## src/rtl/alu_seq.sv

```systemverilog
// Registered ALU with flags: single-cycle ADD/SUB/logic/shift ops and an
// iterative shift-add unsigned multiply behind a start/busy/valid handshake.
module alu_seq #(
    parameter int WIDTH = 8,
    parameter int SHW   = $clog2(WIDTH)
) (
    input  logic             clk,
    input  logic             rst_n,
    input  logic             start,
    input  logic [2:0]       op,
    input  logic [WIDTH-1:0] a,
    input  logic [WIDTH-1:0] b,
    output logic             busy,
    output logic             valid,
    output logic [WIDTH-1:0] r,
    output logic             carry,
    output logic             overflow,
    output logic             zero,
    output logic             neg
);

    // state | meaning
    // IDLE  | accepts start; single-cycle ops complete here
    // MUL   | shift-add multiply in progress, start ignored
    typedef enum logic {S_IDLE, S_MUL} state_t;

    localparam int              CW       = $clog2(WIDTH + 1);
    localparam logic [CW-1:0]   CNT_INIT = CW'(WIDTH);
    localparam logic [CW-1:0]   CNT_ONE  = CW'(1);
    localparam logic [WIDTH:0]  WIDTH_V  = (WIDTH + 1)'(WIDTH);
    localparam int              M        = WIDTH - 1;

    localparam logic [2:0] OP_ADD = 3'b000;
    localparam logic [2:0] OP_SUB = 3'b001;
    localparam logic [2:0] OP_AND = 3'b010;
    localparam logic [2:0] OP_XOR = 3'b011;
    localparam logic [2:0] OP_OR  = 3'b100;
    localparam logic [2:0] OP_SHL = 3'b101;
    localparam logic [2:0] OP_SHR = 3'b110;
    localparam logic [2:0] OP_MUL = 3'b111;

    state_t               state_q, state_d;
    logic [2*WIDTH-1:0]   acc_q, acc_d, mcand_q, mcand_d;
    logic [WIDTH-1:0]     mplier_q, mplier_d;
    logic [CW-1:0]        cnt_q, cnt_d;

    logic                 load;
    logic [WIDTH-1:0]     res_d;
    logic                 carry_d, ovf_d;

    logic [WIDTH-1:0]     alu_r;
    logic                 alu_c, alu_v;
    logic [WIDTH:0]       sum_add, sum_sub, shl_ext, shr_ext;
    logic                 shamt_big;

    // Shifts are widened by one bit so the last bit shifted out lands in
    // the extra position; amount 0 therefore yields carry 0 naturally.
    always_comb begin
        alu_r     = '0;
        alu_c     = 1'b0;
        alu_v     = 1'b0;
        sum_add   = {1'b0, a} + {1'b0, b};
        sum_sub   = {1'b0, a} + {1'b0, ~b} + (WIDTH + 1)'(1);
        shl_ext   = {1'b0, a} << b[SHW-1:0];
        shr_ext   = {a, 1'b0} >> b[SHW-1:0];
        shamt_big = ({1'b0, b} >= WIDTH_V);
        case (op)
            OP_ADD: begin
                alu_r = sum_add[WIDTH-1:0];
                alu_c = sum_add[WIDTH];
                alu_v = (a[M] == b[M]) && (alu_r[M] != a[M]);
            end
            OP_SUB: begin
                alu_r = sum_sub[WIDTH-1:0];
                alu_c = sum_sub[WIDTH];
                alu_v = (a[M] != b[M]) && (alu_r[M] != a[M]);
            end
            OP_AND: alu_r = a & b;
            OP_XOR: alu_r = a ^ b;
            OP_OR:  alu_r = a | b;
            OP_SHL: if (!shamt_big) {alu_c, alu_r} = shl_ext;
            OP_SHR: if (!shamt_big) {alu_r, alu_c} = shr_ext;
            default: ;
        endcase
    end

    always_comb begin
        state_d  = state_q;
        acc_d    = acc_q;
        mcand_d  = mcand_q;
        mplier_d = mplier_q;
        cnt_d    = cnt_q;
        load     = 1'b0;
        res_d    = alu_r;
        carry_d  = alu_c;
        ovf_d    = alu_v;
        case (state_q)
            S_IDLE: begin
                if (start) begin
                    if (op == OP_MUL) begin
                        state_d  = S_MUL;
                        acc_d    = '0;
                        mcand_d  = {{WIDTH{1'b0}}, a};
                        mplier_d = b;
                        cnt_d    = CNT_INIT;
                    end else begin
                        load = 1'b1;
                    end
                end
            end
            S_MUL: begin
                acc_d    = mplier_q[0] ? (acc_q + mcand_q) : acc_q;
                mcand_d  = mcand_q << 1;
                mplier_d = mplier_q >> 1;
                cnt_d    = cnt_q - CNT_ONE;
                if (cnt_q == CNT_ONE) begin
                    state_d = S_IDLE;
                    load    = 1'b1;
                    res_d   = acc_d[WIDTH-1:0];
                    carry_d = |acc_d[2*WIDTH-1:WIDTH];
                    ovf_d   = 1'b0;
                end
            end
            default: state_d = S_IDLE;
        endcase
    end

    always_ff @(posedge clk) begin
        if (!rst_n) begin
            state_q  <= S_IDLE;
            acc_q    <= '0;
            mcand_q  <= '0;
            mplier_q <= '0;
            cnt_q    <= '0;
            valid    <= 1'b0;
            r        <= '0;
            carry    <= 1'b0;
            overflow <= 1'b0;
            zero     <= 1'b1;
            neg      <= 1'b0;
        end else begin
            state_q  <= state_d;
            acc_q    <= acc_d;
            mcand_q  <= mcand_d;
            mplier_q <= mplier_d;
            cnt_q    <= cnt_d;
            valid    <= load;
            if (load) begin
                r        <= res_d;
                carry    <= carry_d;
                overflow <= ovf_d;
                zero     <= (res_d == '0);
                neg      <= res_d[M];
            end
        end
    end

    assign busy = (state_q == S_MUL);

endmodule

```

## config.mk

```make
export PLATFORM = sky130hd
export DESIGN_NAME = alu_seq
export DESIGN_NICKNAME = d
export VERILOG_FILES = /design/src/rtl/alu_seq.sv
export SDC_FILE = /design/constraint.sdc
export NUM_CORES = 1
export LEC_CHECK = 0
export CAP_MARGIN = 0
export CELL_PAD_IN_SITES_DETAIL_PLACEMENT = 0
export CELL_PAD_IN_SITES_GLOBAL_PLACEMENT = 2
export CORE_MARGIN = 5
export CORE_UTILIZATION = 36
export CTS_CLUSTER_SIZE = 16
export DETAILED_ROUTE_END_ITERATION = 10
export PLACE_DENSITY_LB_ADDON = 0.1
export SKIP_CTS_REPAIR_TIMING = 1
export SLEW_MARGIN = 20
export SYNTH_ARGS = -nofsm -noshare
export SYNTH_HDL_FRONTEND = slang
export SYNTH_SLANG_ARGS = --single-unit
```

## constraint.sdc

```tcl
create_clock -name clk -period 4.15 [get_ports clk]
set_clock_uncertainty 0.05 [all_clocks]
set_input_delay 0.83 -clock clk [delete_from_list [all_inputs] [get_ports clk]]
set_output_delay 0.83 -clock clk [all_outputs]
set_load 0.05 [all_outputs]
```

# After elaboration in Yosys (flattened, before gate mapping)
# Cells that the tools add are included.
[word_totals]
elab_cells = 78
out_inout_bits = 14
latchBits = 0
rom_bits = 0
n_memories = 0
reg_bits = 58
mem_bits_rw = 0
[classes]
n_reduce_logical = 6
n_eq_ne = 14
n_shift = 2
n_mul = 0
addsub = 5
bitwise_logic = 5
muxes = 34
n_lt_le_gt_ge = 1
div_mod_pow = 0
[op_table]
columns = ["cell", "n"]
rows = [
  ["16-bit 2-to-1 mux", 5],
  ["16-bit one-hot mux with 2 select lines", 2],
  ["8-bit one-hot mux with 7 select lines", 1],
  ["8-bit 2-to-1 mux", 6],
  ["8-bit by 8-bit adder with 9-bit output", 2],
  ["16-bit adder", 1],
  ["8-bit one-hot mux with 2 select lines", 1],
  ["3-bit equality test (second input constant)", 4],
  ["1-bit 2-to-1 mux", 12],
  ["9-bit by 1-bit adder with 9-bit output (second input constant)", 1],
  ["8-bit by 3-bit left shift with 9-bit output", 1],
  ["9-bit by 3-bit right shift with 9-bit output", 1],
  ["8-bit AND", 1],
  ["8-bit by 4-bit >= comparator with 1-bit output (second input constant)", 1],
  ["8-bit zero test", 1],
  ["4-bit 2-to-1 mux", 2],
  ["8-bit inverter", 1],
  ["8-bit bitwise OR", 1],
  ["4-bit one-hot mux with 2 select lines", 1],
  ["8-bit OR reduction", 1],
  ["8-bit bitwise XOR", 1],
  ["3-bit by 2-bit equality test with 1-bit output (second input constant)", 2],
  ["1-bit one-hot mux with 2 select lines", 3],
  ["4-bit by 1-bit equality test with 1-bit output (second input constant)", 1],
  ["other kinds (10)", 14],
]

# Depth between registers and ports, before layout
[logic_depth]
word_depth = 8
depth_mapped = 13
depth_no_buf = 11

# Worst setup path after synthesis
# OpenSTA, ideal clock, no wires.
[synth_path]
path_type = "input-to-reg"
from = "input port b[2]"
to = "register carry"
setup_ns = 0.125
slack_ns = 0.516
stages = 11
t_arrival_ns = 3.458
t_required_ns = 3.975
cell_sequence = "clkbuf_1 inv_1 ha_1 a211oi_1 o21bai_1 a21o_1 a41o_1 o31ai_2 o211ai_1 or4_1 o41a_1"
[synth_via]
elab_chain_len = 6
elab_cells_between_ends = 12
[synth_lines]
columns = ["item", "line_no", "source"]
rows = [
  ["start: declaration", "12", "input logic [WIDTH-1:0] b,"],
  ["8-bit inverter", "63", "sum_sub = {1'b0, a} + {1'b0, ~b} + (WIDTH + 1)'(1);"],
  ["8-bit by 8-bit adder with 9-bit output", "63", ""],
  ["9-bit by 1-bit adder with 9-bit output", "63", ""],
  ["1-bit one-hot mux with 4 select lines (*)", "67", "case (op)"],
  ["1-bit 2-to-1 mux", "116", "if (cnt_q == CNT_ONE) begin"],
  ["1-bit 2-to-1 mux (*)", "97", "case (state_q)"],
  ["end signal: assignment", "150", "carry <= carry_d;"],
  ["end: declaration", "16", "output logic carry,"],
]
# Mark *: on every way between the ends. The rest lies on a longest branch, timed or not.
# A chain may end at the register's enable or synchronous reset.

# Worst setup path in the final report
[layout_path]
from = "input port a[0]"
to = "register carry"
[layout_via]
elab_chain_len = 5
elab_cells_between_ends = 10
[layout_lines]
columns = ["item", "line_no", "source"]
rows = [
  ["start: declaration", "11", "input logic [WIDTH-1:0] a,"],
  ["8-bit by 8-bit adder with 9-bit output, or another cell as far along", "63", ""],
  ["9-bit by 1-bit adder with 9-bit output, or another cell as far along", "63", ""],
  ["1-bit one-hot mux with 4 select lines (*)", "67", ""],
  ["1-bit 2-to-1 mux", "116", ""],
  ["1-bit 2-to-1 mux (*)", "97", ""],
]
# Marks and branches as above.

==> impl_metrics.toml <==
[outcome]
status = "finished, final reports clean"

[clock_tree]
cts_tree = "done"
cts_buffer_depth = 2
path_clk_slew_ns = 0.05
h-tree-depth = 3
cts_buffers = 9
clkSinkCount = 57
cts_root_buf = "clkbuf_16"
insertion_delay_ns = 0.34

[sta]
tightest_slew_ns = 0.5985
setup_viol = 0
hold_viol_final = 0
slew_headroom_pct = 59.95
worst_slack_ns = 0.1638
rsz0062_at_grt = "false"
tns_ns = 0
fin_crit_ns = 3.986
fin_crit_sh_pct = 96.05
timing.final.max_slew_violations = 0
max_freq_mhz = 250.9

[detailed_routing]
drt-total-wl_um = 16580
wire_per_inst_um = 17.82
first_pass_iters = 6
drt_iter0_markers = 421
avgViaCountPerCell = 5.559
drc_errors = 0
vias = 5170
drtAntennaViolNets = 0

[layout]
layout-drive-gt1-share_pct = 13.14
final_cell_mix = "nand2_1 (95), dfxtp_1 (56), a21oi_1 (51), buf_4 (51), nor2_1 (44)"
final_common_cell = "nand2_1"
final_util_pct = 44.10
fillCellCount = 1479
antenna_cells = 0
nets = 808
syn2layout_area_growth_pct = 21.13
fin_area_um2 = 6361

[floorplan]
initial_core_util_pct = 36.41
fp.dieW_um = 130.8
die-area_um2 = 17100
core_um2 = 14420
die_h_um = 130.8
ios = 36
rows = 44

[synthesis]
synth_area_leaders = "dfxtp_1 (22%), ha_1 (10%), nand2_1 (6.8%)"
async_flop_share_pct = 0
synth_top_area_share_pct = 21.73
synth-main-ff-cell = "dfxtp_1"
synth.distinct_cells = 75
synth-seq-cells = 57
yosysWarnings = 0
ys_seq_area_share_pct = 21.73
synth_cells = 689
syn_avg_cell_area_um2 = 7.622
synth-edff-count = 0
syn-num-nets = 756
synth_area_leader_cell = "dfxtp_1"
syn-cell-area_um2 = 5251

[worst_setup_path]
cp_slowest_cell = "or4_1"
worstPathArrival_ns = 4.16
crit_chain = "clkdlybuf4s50_1, ha_1, fa_1, a211oi_2, o21bai_1, a21o_1, a41o_1, o31ai_2, o211ai_1, or4_1, o41a_1"
max_stage_delay_ns = 0.47
path_class = "input pin to register"
end_kind = "register"
critical_path.max_fanout = 3
startpoint_type = "input pin"
cp.required_ns = 4.32

[place]
pre_cts_ws_ns = -0.2677
dpl_cell_area_um2 = 6030
gp_congestion = 0.9565
hpwl_um = 12870
port_buffers = 35

[run]
cap_viol_max_count = 0

[power_and_ir_drop]
power_density_nw_per_um2 = 280.7
total_power_mw = 1.786
ir_drop_mv = 0.2166
p_leak_nw = 2.632

[grt]
grt_pass1_wl_um = 26330
grt_pass1_vias = 4929
grt_antenna_before_repair = 0
grt_util_all_layers_pct = 19.87
overflow = 0
grt_max_degree = 56

[worst_hold_path]
hp-class = "register to register"
[critical path, delay by kind of cell]
kind                     cells  cell delay (ns)
AND/OR/NAND/NOR              1             0.47
adder cells (fa/ha/maj)      2             0.68
AO/OA/AOI/OAI                7             1.70
buffers and inverters        1             0.46
[path summary, 6_finish.rpt]
kind | start | endpoint | slack, ns | cells after the start
hold reg to reg | mplier_q[7] | mplier_q[7] | 0.41 | 2
setup reg to reg | mcand_q[0] | carry | 0.98 | 10
setup / recovery | a[0] | carry | 0.16 | 11
hold / removal | mplier_q[7] | mplier_q[7] | 0.41 | 2
[sequential cells by signal, indices dropped and copies added (netlist names)]
name      cells
acc_q        16
busy          1
carry         1
cnt_q         4
mcand_q      16
mplier_q      8
overflow      1
r             8
valid         1
zero          1
[synth_stat cells (all sizes together) (13+ instances only)]
| library cell | number |
|---|---|
| nand2 | 96 |
| dfxtp | 57 |
| a21oi | 54 |
| o21ai | 48 |
| nor2 | 44 |
| ha | 42 |
| and2 | 34 |
| clkbuf | 33 |
| inv | 27 |
| mux2i | 22 |
| nor3 | 20 |
| nor2b | 17 |
| a211oi | 13 |
[per-layer routing]
metal	vias up	routed length, um	share of wire, %	global-route usage, %
li1	2579	-	-	-
met1	2414	7404	45	25.48
met2	144	7734	47	32.90
met3	33	1008	6.1	4.797
met4	0	429	2.6	6.473
met5	-	0	0	0
[report_power, final]
group          switching, mW  leakage (nW)  internal (mW)
Sequential            0.0131         0.463          0.562
Clock                  0.276         0.155          0.524
Combinational          0.238          2.01          0.172
Total                  0.527          2.63           1.26
[metrics by stage]
stage          instances  hold slack (ns)
6_report             930           0.4055
5_1_grt              930           0.4377
4_1_cts              930           0.4077
3_5_place_dp         914           0.3996
3_3_place_gp         914           0.3964
2_1_floorplan        689           0.3850
[cell type report]
cell class,count,area (um^2),share of cell area (%)
Tap cell,184,230.2,3.619
Clock buffer,9,225.2,3.541
Clock inverter,7,95.09,1.495
Timing Repair Buffer,86,733.2,11.53
Multi-Input combinational cell,560,3834,60.27
Inverter,27,101.3,1.593
Sequential cell,57,1142,17.96
[logic make-up (layout without fill, tap and decap cells)]
logic type      after synthesis  count (layout)  synth area share [%]
mux                          35              35                 8.268
buf+inv                      72             129                 5.480
fa+ha+maj                    45              45                 11.15
flops                        57              57                 21.73
xor+xnor                     16              16                 2.668
compound gates              205             205                 26.47
simple gates                259             259                 24.23
No activity file was read; power rests on OpenSTA's default activity.
==> RTL change, RTL diff (same flow settings) <==
The parameter `WIDTH` goes from 8 to 16.
--- a/src/rtl/alu_seq.sv
+++ b/src/rtl/alu_seq.sv
@@ -3,3 +3,3 @@
 module alu_seq #(
-    parameter int WIDTH = 8,
+    parameter int WIDTH = 16,
     parameter int SHW   = $clog2(WIDTH)
Ports: changed (resized a, b and r); port bits go from 36 to 60. No check against the original RTL was run, so the function may have changed too.
==> RTL change against the original RTL <==
Cell area grew 120%; global-route usage rose by 5.8 points; routed wire length rose to 2.7 times the old value; area after synthesis increased by 110%; worst hold slack about the same; combinational power rose to 2.8 times the old value; power grew 77%; worst setup slack got worse by 0.10 ns; via count is 130% higher; sequential cell count is 49 higher; critical endpoint is now zero$_SDFFE_PN1P_.
==> RTL change: results (changes against the original RTL) <==
grt_pass1_wl_mm: 67.6  # was 26.3 mm
critPathSlowestCell: "or4b_4"  # was or4_1
synthTopCellsByCount: "nand2_1, nor2_1, a21oi_1, dfxtp_1, ha_1"  # was nand2_1, dfxtp_1, a21oi_1, nor2_1, ha_1
buf_share: 0.173  # was 0.115
num-fill-cells: 3047  # was 1479
grt_use_met2: 0.463  # was 0.329
nets: 1743  # was 808
num_vias: 11700  # was 5170
dp_hpwl_mm: 35.3  # was 12.9 mm
seqCellArea_um2: 2120  # was 1140 µm²
grt_max_degree: 108  # was 56
wl_per_cell_um: 22.1  # was 17.8 µm
drt-met1-wl_mm: 18.6  # was 7.40 mm
clk_pin_slew_worst_paths_ns: 0.08  # was 0.05 ns
r2r_cells: 13  # was 10
syn_avg_cell_area_um2: 7.55  # was 7.62 µm²
grt_pass1_vias: 11300  # was 4929
gp_congestion: 0.937  # was 0.957
insertion_delay_ns: 0.36  # was 0.34 ns
ys_types: 99  # was 75
status: "finished clean"  # unchanged
numPortBuffers: 59  # was 35
p_switching_w: 0.00113  # was 0.000527 W
first_iter_violations: 800  # was 421
clock_sinks: 106  # was 57
ir_worst_vdd_mv: 0.176  # was 0.217 mV
whs_endpoint: "r[7]$_SDFFE_PN0P_"  # was mplier_q[7]$_SDFFE_PN0P_
p_seq_frac: 0.340  # was 0.322
## RTL change: changes by cell type after synthesis, sizes merged, moves of 34 or more
cell    change
dfxtp      +49
ha         +43
nor2      +108
clkbuf     +41
nand2      +84
inv        +34
a21oi      +76
a311oi     +37
## RTL change: kinds of logic (layout without fill, tap and decap cells)
group | Yosys count | in the layout | share of synthesized area
AND/OR/NAND/NOR | 509 | 509 | 0.218
AO/OA/AOI/OAI | 456 | 456 | 0.295
buffers and inverters | 175 | 366 | 0.0717
flip-flops | 106 | 106 | 0.196
adder cells (fa/ha/maj) | 88 | 88 | 0.104
multiplexers | 67 | 67 | 0.0902
XOR/XNOR | 30 | 30 | 0.0243
## RTL change: metrics by stage
stage                     instances  setup slack [ns]
after floorplan                1431           0.00130
after global placement         1994            -0.578
after detailed placement       1994            -0.661
after CTS                      2010            -0.294
after global routing           2012           -0.0163
final                          2012            0.0601
